<file path="config.mk">
export PLATFORM = sky130hd
export DESIGN_NAME = fetch_stage
export DESIGN_NICKNAME = d
export VERILOG_FILES = /design/src/rtl/fetch_stage.sv
export SDC_FILE = /design/constraint.sdc
export NUM_CORES = 1
export LEC_CHECK = 0
export ABC_AREA = 1
export CAP_MARGIN = 10
export CORE_MARGIN = 5
export CORE_UTILIZATION = 50
export CTS_CLUSTER_SIZE = 10
export DETAILED_ROUTE_END_ITERATION = 7
export GPL_TIMING_DRIVEN = 0
export MAX_ROUTING_LAYER = met4
export PLACE_DENSITY = 0.84
export SETUP_SLACK_MARGIN = 0.5
export SLEW_MARGIN = 20
export SYNTH_ARGS = -nofsm -noshare
export SYNTH_HDL_FRONTEND = slang
export SYNTH_SLANG_ARGS = --single-unit
</file>
<file path="constraint.sdc">
create_clock -name CLK -period 3.4 [get_ports CLK]
set_clock_uncertainty 0.05 [all_clocks]
set_input_delay 0.51 -clock CLK [delete_from_list [all_inputs] [get_ports CLK]]
set_output_delay 0.51 -clock CLK [all_outputs]
set_load 0.02 [all_outputs]
</file>
<file path="src/rtl/fetch_stage.sv">
// Fetch stage: owns the PC, drives the instruction-memory address and
// captures the returned instruction into the IF/ID pipeline register.
module fetch_stage #(
    parameter logic [31:0] RESET_PC  = 32'h0000_0000,
    parameter logic [31:0] NOP_INSTR = 32'h0000_0000
) (
    input  logic        CLK,
    input  logic        RST,
    output logic [31:0] imem_addr,
    input  logic [31:0] imem_instr,
    input  logic        stall,
    input  logic        flush,
    input  logic        redirect,
    input  logic [31:0] redirect_target,
    input  logic        halt_req,
    output logic [31:0] if_id_instr,
    output logic [31:0] if_id_pc4,
    output logic        if_id_valid,
    output logic        halted,
    output logic [31:0] fetch_count
);

    typedef enum logic {
        S_RUN,
        S_HALTED
    } state_t;

    state_t      state, state_n;
    logic [31:0] pc, pc_n;
    logic [31:0] instr_n, pc4_n, count_n;
    logic        valid_n;
    logic [31:0] pc_plus4;

    assign imem_addr = pc;
    assign pc_plus4  = pc + 32'd4;
    assign halted    = (state == S_HALTED);

    // Next-state and next IF/ID contents, priority halt > redirect > stall/flush
    always_comb begin
        state_n = state;
        pc_n    = pc;
        instr_n = if_id_instr;
        pc4_n   = if_id_pc4;
        valid_n = if_id_valid;
        count_n = fetch_count;
        case (state)
            S_RUN: begin
                if (halt_req) begin
                    state_n = S_HALTED;
                    instr_n = NOP_INSTR;
                    pc4_n   = '0;
                    valid_n = 1'b0;
                end else if (redirect) begin
                    pc_n    = {redirect_target[31:2], 2'b00};
                    instr_n = NOP_INSTR;
                    pc4_n   = '0;
                    valid_n = 1'b0;
                end else if (stall && flush) begin
                    instr_n = NOP_INSTR;
                    pc4_n   = '0;
                    valid_n = 1'b0;
                end else if (stall) begin
                    // hold everything
                end else if (flush) begin
                    pc_n    = pc_plus4;
                    instr_n = NOP_INSTR;
                    pc4_n   = '0;
                    valid_n = 1'b0;
                end else begin
                    pc_n    = pc_plus4;
                    instr_n = imem_instr;
                    pc4_n   = pc_plus4;
                    valid_n = 1'b1;
                    count_n = fetch_count + 32'd1;
                end
            end
            S_HALTED: begin
                // frozen until reset; IF/ID already holds the bubble
            end
            default: state_n = S_RUN;
        endcase
    end

    // State, PC and IF/ID registers with synchronous reset
    always_ff @(posedge CLK) begin
        if (RST) begin
            state       <= S_RUN;
            pc          <= RESET_PC;
            if_id_instr <= NOP_INSTR;
            if_id_pc4   <= '0;
            if_id_valid <= 1'b0;
            fetch_count <= '0;
        end else begin
            state       <= state_n;
            pc          <= pc_n;
            if_id_instr <= instr_n;
            if_id_pc4   <= pc4_n;
            if_id_valid <= valid_n;
            fetch_count <= count_n;
        end
    end

endmodule

</file>
## Word level (Yosys, flattened, before mapping)

Cells that the tools add are included.

- Register bits: 130
- Output and inout bits: 130
- Logic and storage cells: 41

- $add $sub $neg: 2
- Equality and inequality tests: 3
- Multiplexer cells: 20
- Bitwise operators: 6
- Reductions and logical operators: 4

Operators by type and width:

| cell | number |
|---|---|
| 32-bit two-way mux | 13 |
| 32-bit by 1-bit adder with 32-bit output, second input constant | 1 |
| 32-bit by 3-bit adder with 32-bit output, second input constant | 1 |
| 1-bit two-way mux | 7 |
| 1-bit inverter | 6 |
| 6-bit AND reduction | 1 |
| 4-bit by 1-bit != test with 1-bit output, second input constant | 1 |
| 4-bit AND reduction | 1 |
| 2-bit by 1-bit != test with 1-bit output, second input constant | 1 |
| 2-bit != test, second input constant | 1 |
| 2-bit AND reduction | 1 |
| 1-bit logical AND | 1 |

## Longest topological paths before layout

Gate-level depths: netlist of the first run.

- Depth after elaboration: 6
- Depth in mapped cells: 10

## Worst setup path before layout of the first run

Ideal clock, no wire load.

- Kind: reg2reg
- Start point: reg pc[3], in the netlist imem_addr[3]
- End point: reg if_id_pc4[22]
- Library setup time: 0.132 ns
- Arrival: 1.478 ns
- Path slack: 1.740 ns
- Cell stages (with the launch flop): 11
- Buffers on the path: 0
- Clock period less this slack: 1.660 ns
- Cells stage by stage: dfxtp_1 > ha_1 > nand2_1 > nor2_2 > nand2_2 > nor2_4 > nand2_1 > nand2_1 > nand2_1 > nand2_1 > a21oi_1

- Cells in the longest elaborated chain, start to end: 6

Ends and longest elaborated chain:

| what | RTL line | text |
|---|---|---|
| start: declaration | 29 | `logic [31:0] pc, pc_n;` |
| start signal: assignment | 95 | `pc <= pc_n;` |
| 32-bit by 3-bit adder with 32-bit output | 35 | `assign pc_plus4 = pc + 32'd4;` |
| 32-bit two-way mux | 64 | `end else if (flush) begin` |
| 32-bit two-way mux | 62 | `end else if (stall) begin` |
| 32-bit two-way mux | 58 | `end else if (stall && flush) begin` |
| 32-bit two-way mux | 53 | `end else if (redirect) begin` |
| 32-bit two-way mux | 48 | `if (halt_req) begin` |
| end signal: assignment | 97 | `if_id_pc4 <= pc4_n;` |
| end: declaration | 17 | `output logic [31:0] if_id_pc4,` |

Every way passes these cells. The select of a mux whose other input is x is not followed.
A chain may end at the register's enable or synchronous reset.

## Final worst setup path of the first run

- Start point: reg pc[27], in the netlist imem_addr[27]
- End point: out imem_addr[27]

RTL lines:

| what | RTL line | text |
|---|---|---|
| end: declaration | 9 | `output logic [31:0] imem_addr,` |

No word-level cell between the ends.

==> flow_summary.json, run 1 <==
{
  "worstMarginPinSlew_ps": 616,
  "num_antenna_cells": 0,
  "crit_buf_inv": 1,
  "stdcell_count": 1336,
  "core_region_area_sq_um": 12500,
  "fmax_ghz": 0.462,
  "avgSynthCellArea_sq_um": 6.69,
  "max_slew_margin_pct": 58.9,
  "power_density_nw_per_um2": 444,
  "hold_path.class": "register to register",
  "clkTransAtPathRegs_ps": 60,
  "use_met3_pct": 7.80,
  "routedWlPerCell_um": 15.6,
  "io_buffer_count": 194,
  "critPathMaxStageDelay_ps": 680,
  "cts_tree": "done",
  "critPathKind": "register to primary output",
  "post_cts_resized": 0,
  "rsz0062_at_grt": "false",
  "hold_buffers": 0,
  "htree_levels": 4,
  "hold_violations": 0,
  "async_flop_share_pct": 0,
  "crit_path_end_kind": "primary output",
  "synth_commonest_cells": "nand2_1 (334), a21oi_1 (140), dfxtp_1 (127)",
  "firstDrtPassIters": 5,
  "synth.area.top_cells": "dfxtp_1 (41%), nand2_1 (20%), a21oi_1 (11%)",
  "critPathRequiredTime_ps": 2840,
  "finalSetupViolCount": 0,
  "postCtsSetupRepairBufs": 0,
  "status": "finished, final reports clean",
  "cts_buffer_depth": 2,
  "ys_types": 33,
  "fillerInstances": 1033,
  "synthesis.instances": 937,
  "finalWirelength_um": 20800,
  "grt_antenna_before_repair": 0,
  "grt_pass1_wl_um": 32900,
  "path_cells": "clkdlybuf4s50_1",
  "synth_edf_count": 0,
  "tns_ps": 0,
  "num-nets-final": 1223,
  "synth-main-ff-cell": "dfxtp_1",
  "area_growth_pct": 45.1,
  "hold_slack_ps": 410,
  "gp_congestion": 0.947,
  "leakage_nw": 3.14,
  "crit_family": "buffers and inverters",
  "post-route-util_pct": 73.0,
  "layout_setup_ws_ps": 1230,
  "clock_sinks": 127,
  "cts_buffers": 17,
  "grt_util_met2_pct": 44.9,
  "min_period_over_period_pct": 63.7,
  "drc": 0,
  "finalMaxSlewViolations": 0,
  "start_util_pct": 50.3,
  "synth.largest_area_cell": "dfxtp_1",
  "grt_overflow": 0,
  "ys_warn_count": 0,
  "dp_cells": 1304,
  "period_needed_ps": 2170,
  "dpl-instance-area_sq_um": 8430,
  "fin_area_sq_um": 9090,
  "crit_slowest_cell": "clkdlybuf4s50_1",
  "cts-root-buf": "clkbuf_16",
  "drive_above_1_share_pct": 7.30,
  "path_max_fanout": 7,
  "cp.arrival_ps": 1610,
  "synth_top_area_share_pct": 40.6,
  "cap_violations": 0,
  "worst_skew_pair.late_latency_ps": 420,
  "drt_first_iter_violations": 533,
  "synth_seq_cells": 127,
  "dieHeight_um": 122,
  "ant_nets": 0,
  "vias": 7025,
  "startpoint_type": "register",
  "finalPower_mw": 4.04,
  "synth_most_common_cell": "nand2_1",
  "num_rows": 41,
  "io_pins": 200,
  "dieWidth_um": 122,
  "mappedNetlistArea_sq_um": 6270,
  "grt_pass1_vias": 6558,
  "grt.busiest_layer": "met2",
  "irDropWorstVdd_mv": 0.339,
  "ys_seq_area_share_pct": 40.6,
  "dp_slack_ps": 1060,
  "hpwlAfterDp_um": 15500,
  "grt_max_degree": 17,
  "die_area_sq_um": 14900,
  "track_usage_pct": 29.0,
  "viasPerCell": 5.26,
  "grt_use_met1_pct": 36.2
}
metal layers:
metal  routed length, um  up-vias
li1                    -     3432
met1                8860     3235
met2                9670      314
met3                1820       44
met4                 482        0
met5                   0        -
layout by cell type, fill, tap and decap left out, types with 17 or more instances in the layout:
| master | count |
|---|---|
| a21oi_1 | 140 |
| clkbuf_1 | 25 |
| clkbuf_16 | 17 |
| clkdlybuf4s50_1 | 194 |
| dfxtp_1 | 127 |
| inv_1 | 46 |
| nand2_1 | 334 |
| nand3_1 | 34 |
| nor2_1 | 95 |
| o21ai_0 | 39 |
report_power, final:
| group | internal (mW) | switching [mW] |
|---|---|---|
| sequential | 1.52 | 0.0495 |
| combinational | 0.185 | 0.229 |
| clock | 1.38 | 0.678 |
tightest hold or removal path, stage by stage, from the launching register on:
cell and delay, ps:
dfxtp_1 300, nand2_1 60, a21oi_1 50
cell families after synthesis:
| logic type | Yosys count | synth area share (%) |
|---|---|---|
| AO/OA/AOI/OAI | 186 | 15.2 |
| flip-flops | 127 | 40.6 |
| buffers and inverters | 92 | 6.41 |
| other | 1 | 0.0598 |
| XOR/XNOR | 20 | 2.91 |
| adder cells (fa/ha/maj) | 2 | 0.399 |
| AND/OR/NAND/NOR | 509 | 34.5 |
flip-flops by register name (all words and copies together), names as in the netlist:
register     cells
if_id_instr     32
imem_addr       30
fetch_count     32
if_id_pc4       31
halted           1
if_id_valid      1
worst paths after layout:
| check | slack, ps | end | from | cells past startpoint |
|---|---|---|---|---|
| max | 1230 | imem_addr[27] | imem_addr[27] | 1 |
| min | 410 | if_id_instr[20] | if_id_instr[20] | 2 |
| max reg2reg | 1530 | imem_addr[18] | imem_addr[3] | 8 |
| min reg2reg | 410 | if_id_instr[20] | if_id_instr[20] | 2 |
layout make-up:
class,count,area (sq um),area share [%]
plain buffers,44,219,2.41
clock buffers,22,484,5.32
clock inverters,10,181,1.99
inverters,48,183,2.01
multi-input cells,719,3330,36.6
flip-flops and latches,127,2540,28.0
well taps,172,215,2.37
repair buffers,194,1940,21.4
(Power assumes the default switching activity.)
==> run 2, diff against run 1 <==
Settings changed: CORE_UTILIZATION 50 to 42, PLACE_DENSITY 0.84 to 0.76.
Clock period 3.4 ns to 1.83 ns, I/O delays scaled along.
==> run 2 against run 1 <==
Global-route usage decreased by 3.5 points. Worst setup slack got worse by 1000 ps. Utilization increased by 0.69 points. Count of clock-buffer cells in the layout increased by 6. Routed wire length increased by 24%. First-iteration DRC count increased by 29%. Non-clock buffer count increased by 68. Sequential power increased by 85%. Clock power increased by 71%.
==> flow_summary.json, run 2 (synthesized netlist as in run 1, its figures left out) <==
{
  "status": "finished, final reports clean",
  "reg.largest.list": "fetch_count x32, if_id_instr x32, if_id_pc4 x31",
  "hp-start": "imem_instr[0]",
  "worst-r2r-setup-slack_ps": 220,
  "holdPathEnd": "if_id_instr[0]",
  "regArea_sq_um": 2720,
  "period_needed_ps": 1610,
  "clkTransAtPathRegs_ps": 60,
  "htree_levels": 4,
  "hold_path.class": "primary input to register",
  "rsz0062_at_grt": "true",
  "cts_tree": "done",
  "route.top_layer_used": "met4",
  "num-nets-final": 1291,
  "drc": 0,
  "drt_first_iter_violations": 686,
  "io_pins": 200,
  "cp.arrival_ps": 1920,
  "worst_skew_pair.late_latency_ps": 420,
  "layout_common_cells": "nand2_1 (239), buf_2 (96), a21oi_1 (82), buf_4 (71)",
  "grt_pass1_vias": 6882,
  "hold_violations": 0,
  "min_period_over_period_pct": 88.2,
  "worstReg2RegStart": "imem_addr[3]",
  "pwr-share-seq_pct": 39.3,
  "firstDrtPassIters": 7,
  "grt_overflow": 0,
  "multiInputGateArea_sq_um": 4520,
  "post-route-util_pct": 73.7,
  "leakage_nw": 4.50,
  "p_switching_mw": 1.88,
  "finalWirelength_um": 25800,
  "path_max_fanout": 7,
  "grt_max_degree": 17,
  "num_rows": 44,
  "stdcell_count": 1416,
  "holdPathStages": 3,
  "grt_pass1_wl_um": 35300,
  "worstRegToRegCells": 9,
  "hpwlAfterDp_um": 16000,
  "critPathRequiredTime_ps": 2130,
  "viasPerCell": 5.40,
  "critPathKind": "register to register",
  "num_antenna_cells": 0,
  "cts_buffers": 17,
  "startpoint_type": "register",
  "clock_sinks": 127,
  "finalSetupViolCount": 0,
  "hold_buffers": 0,
  "dp_slack_ps": -311,
  "routedWlPerCell_um": 18.2,
  "wl_met1_um": 10100,
  "crit_path_end_kind": "register",
  "grt_antenna_before_repair": 0,
  "swShare_pct": 25.5,
  "io_buffer_count": 194,
  "intPower_mw": 5.51,
  "vias": 7641,
  "finalMaxSlewViolations": 0,
  "layout_setup_ws_ps": 216,
  "core_region_area_sq_um": 14600,
  "cts_buffer_depth": 2,
  "cts-root-buf": "clkbuf_16",
  "hold_slack_ps": 353,
  "fillerInstances": 1023,
  "drive_above_1_share_pct": 48.5,
  "p_clk_share_pct": 47.3,
  "dieWidth_um": 132,
  "die_area_sq_um": 17500,
  "area_growth_pct": 71.4,
  "reg2reg_to": "imem_addr[30]",
  "dieHeight_um": 132,
  "power_density_nw_per_um2": 688,
  "finalPower_mw": 7.39,
  "start_util_pct": 43.0,
  "cap_violations": 0,
  "final_common_cell": "nand2_1",
  "ant_nets": 0,
  "max_slew_margin_pct": 54.9,
  "combPwrFrac_pct": 13.4,
  "fmax_ghz": 0.619,
  "track_usage_pct": 25.5,
  "worstMarginPinSlew_ps": 677,
  "dp_cells": 1316,
  "routed-wl-met2_um": 12400,
  "wl_met3_um": 2210,
  "irDropWorstVdd_mv": 0.653,
  "gp_congestion": 0.915
}
==> run 2: routing by layer <==
layer  track usage [%]  up-vias
met5                 -        -
met4              10.1        0
met3              6.83       89
met2              39.6      403
met1              31.6     3574
li1                  -     3575
==> run 2: final cells by class <==
type | instances | area share, %
clock inverters | 4 | 0.652
flip-flops and latches | 127 | 25.3
multi-input cells | 719 | 42.0
clock buffers | 28 | 5.01
repair buffers | 262 | 19.9
well taps | 184 | 2.14
plain buffers | 44 | 3.20
inverters | 48 | 1.72
==> run 2: stage by stage <==
| stage | TNS [ps] | cell area, sq um |
|---|---|---|
| final | 0 | 10700 |
| after detailed placement | -14560 | 8610 |
| after CTS | 0 | 9470 |
| after global placement | -12060 | 8610 |
| after global routing | 0 | 10700 |
| after floorplan | 0 | 6440 |
==> run 2: timing repair <==
action / CTS / global route
resized for setup: 686 / 312
pin swaps: 54 / 123
setup buffers: 34 / 27
setup endpoints to repair: 252 / 151
cloned: 3 / 4
==> run 2: how the worst max path moves through the flow <==
stage / end / depth (start not counted) / startpoint
floorplan: imem_addr[12] / 8 / imem_addr[2]
global placement: imem_addr[15] / 7 / stall
detailed placement: imem_addr[25] / 7 / stall
CTS: imem_addr[4] / 1 / imem_addr[4]
global route: imem_addr[30] / 8 / imem_addr[7]
finish: imem_addr[30] / 9 / imem_addr[3]
==> run 2: worst max-delay path, stage by stage, from the launching register on <==
cell	delay, ps
dfxtp_4	360
ha_4	160
nand2_4	50
nor2_4	140
nand2_4	90
nor2_4	250
nand3b_1	140
nand2_2	100
nand2_1	70
a21oi_2	120
==> run 2: power groups by stage <==
stage | Clock [mW] | Combinational (mW) | Sequential (mW)
6_report | 3.50 | 0.988 | 2.91
4_1_cts | 3.51 | 0.808 | 2.91
5_1_grt | 3.63 | 1.04 | 2.91
2_1_floorplan | 0 | 0.296 | 3.04
3_3_place_gp | 0 | 0.764 | 2.98
3_5_place_dp | 0 | 0.764 | 2.98
==> run 3, diff against run 2 <==
Settings changed: CTS_CLUSTER_DIAMETER set to 60.
==> results of run 3 <==
No change in the layout: final DEF, timing and power equal those of run 2.
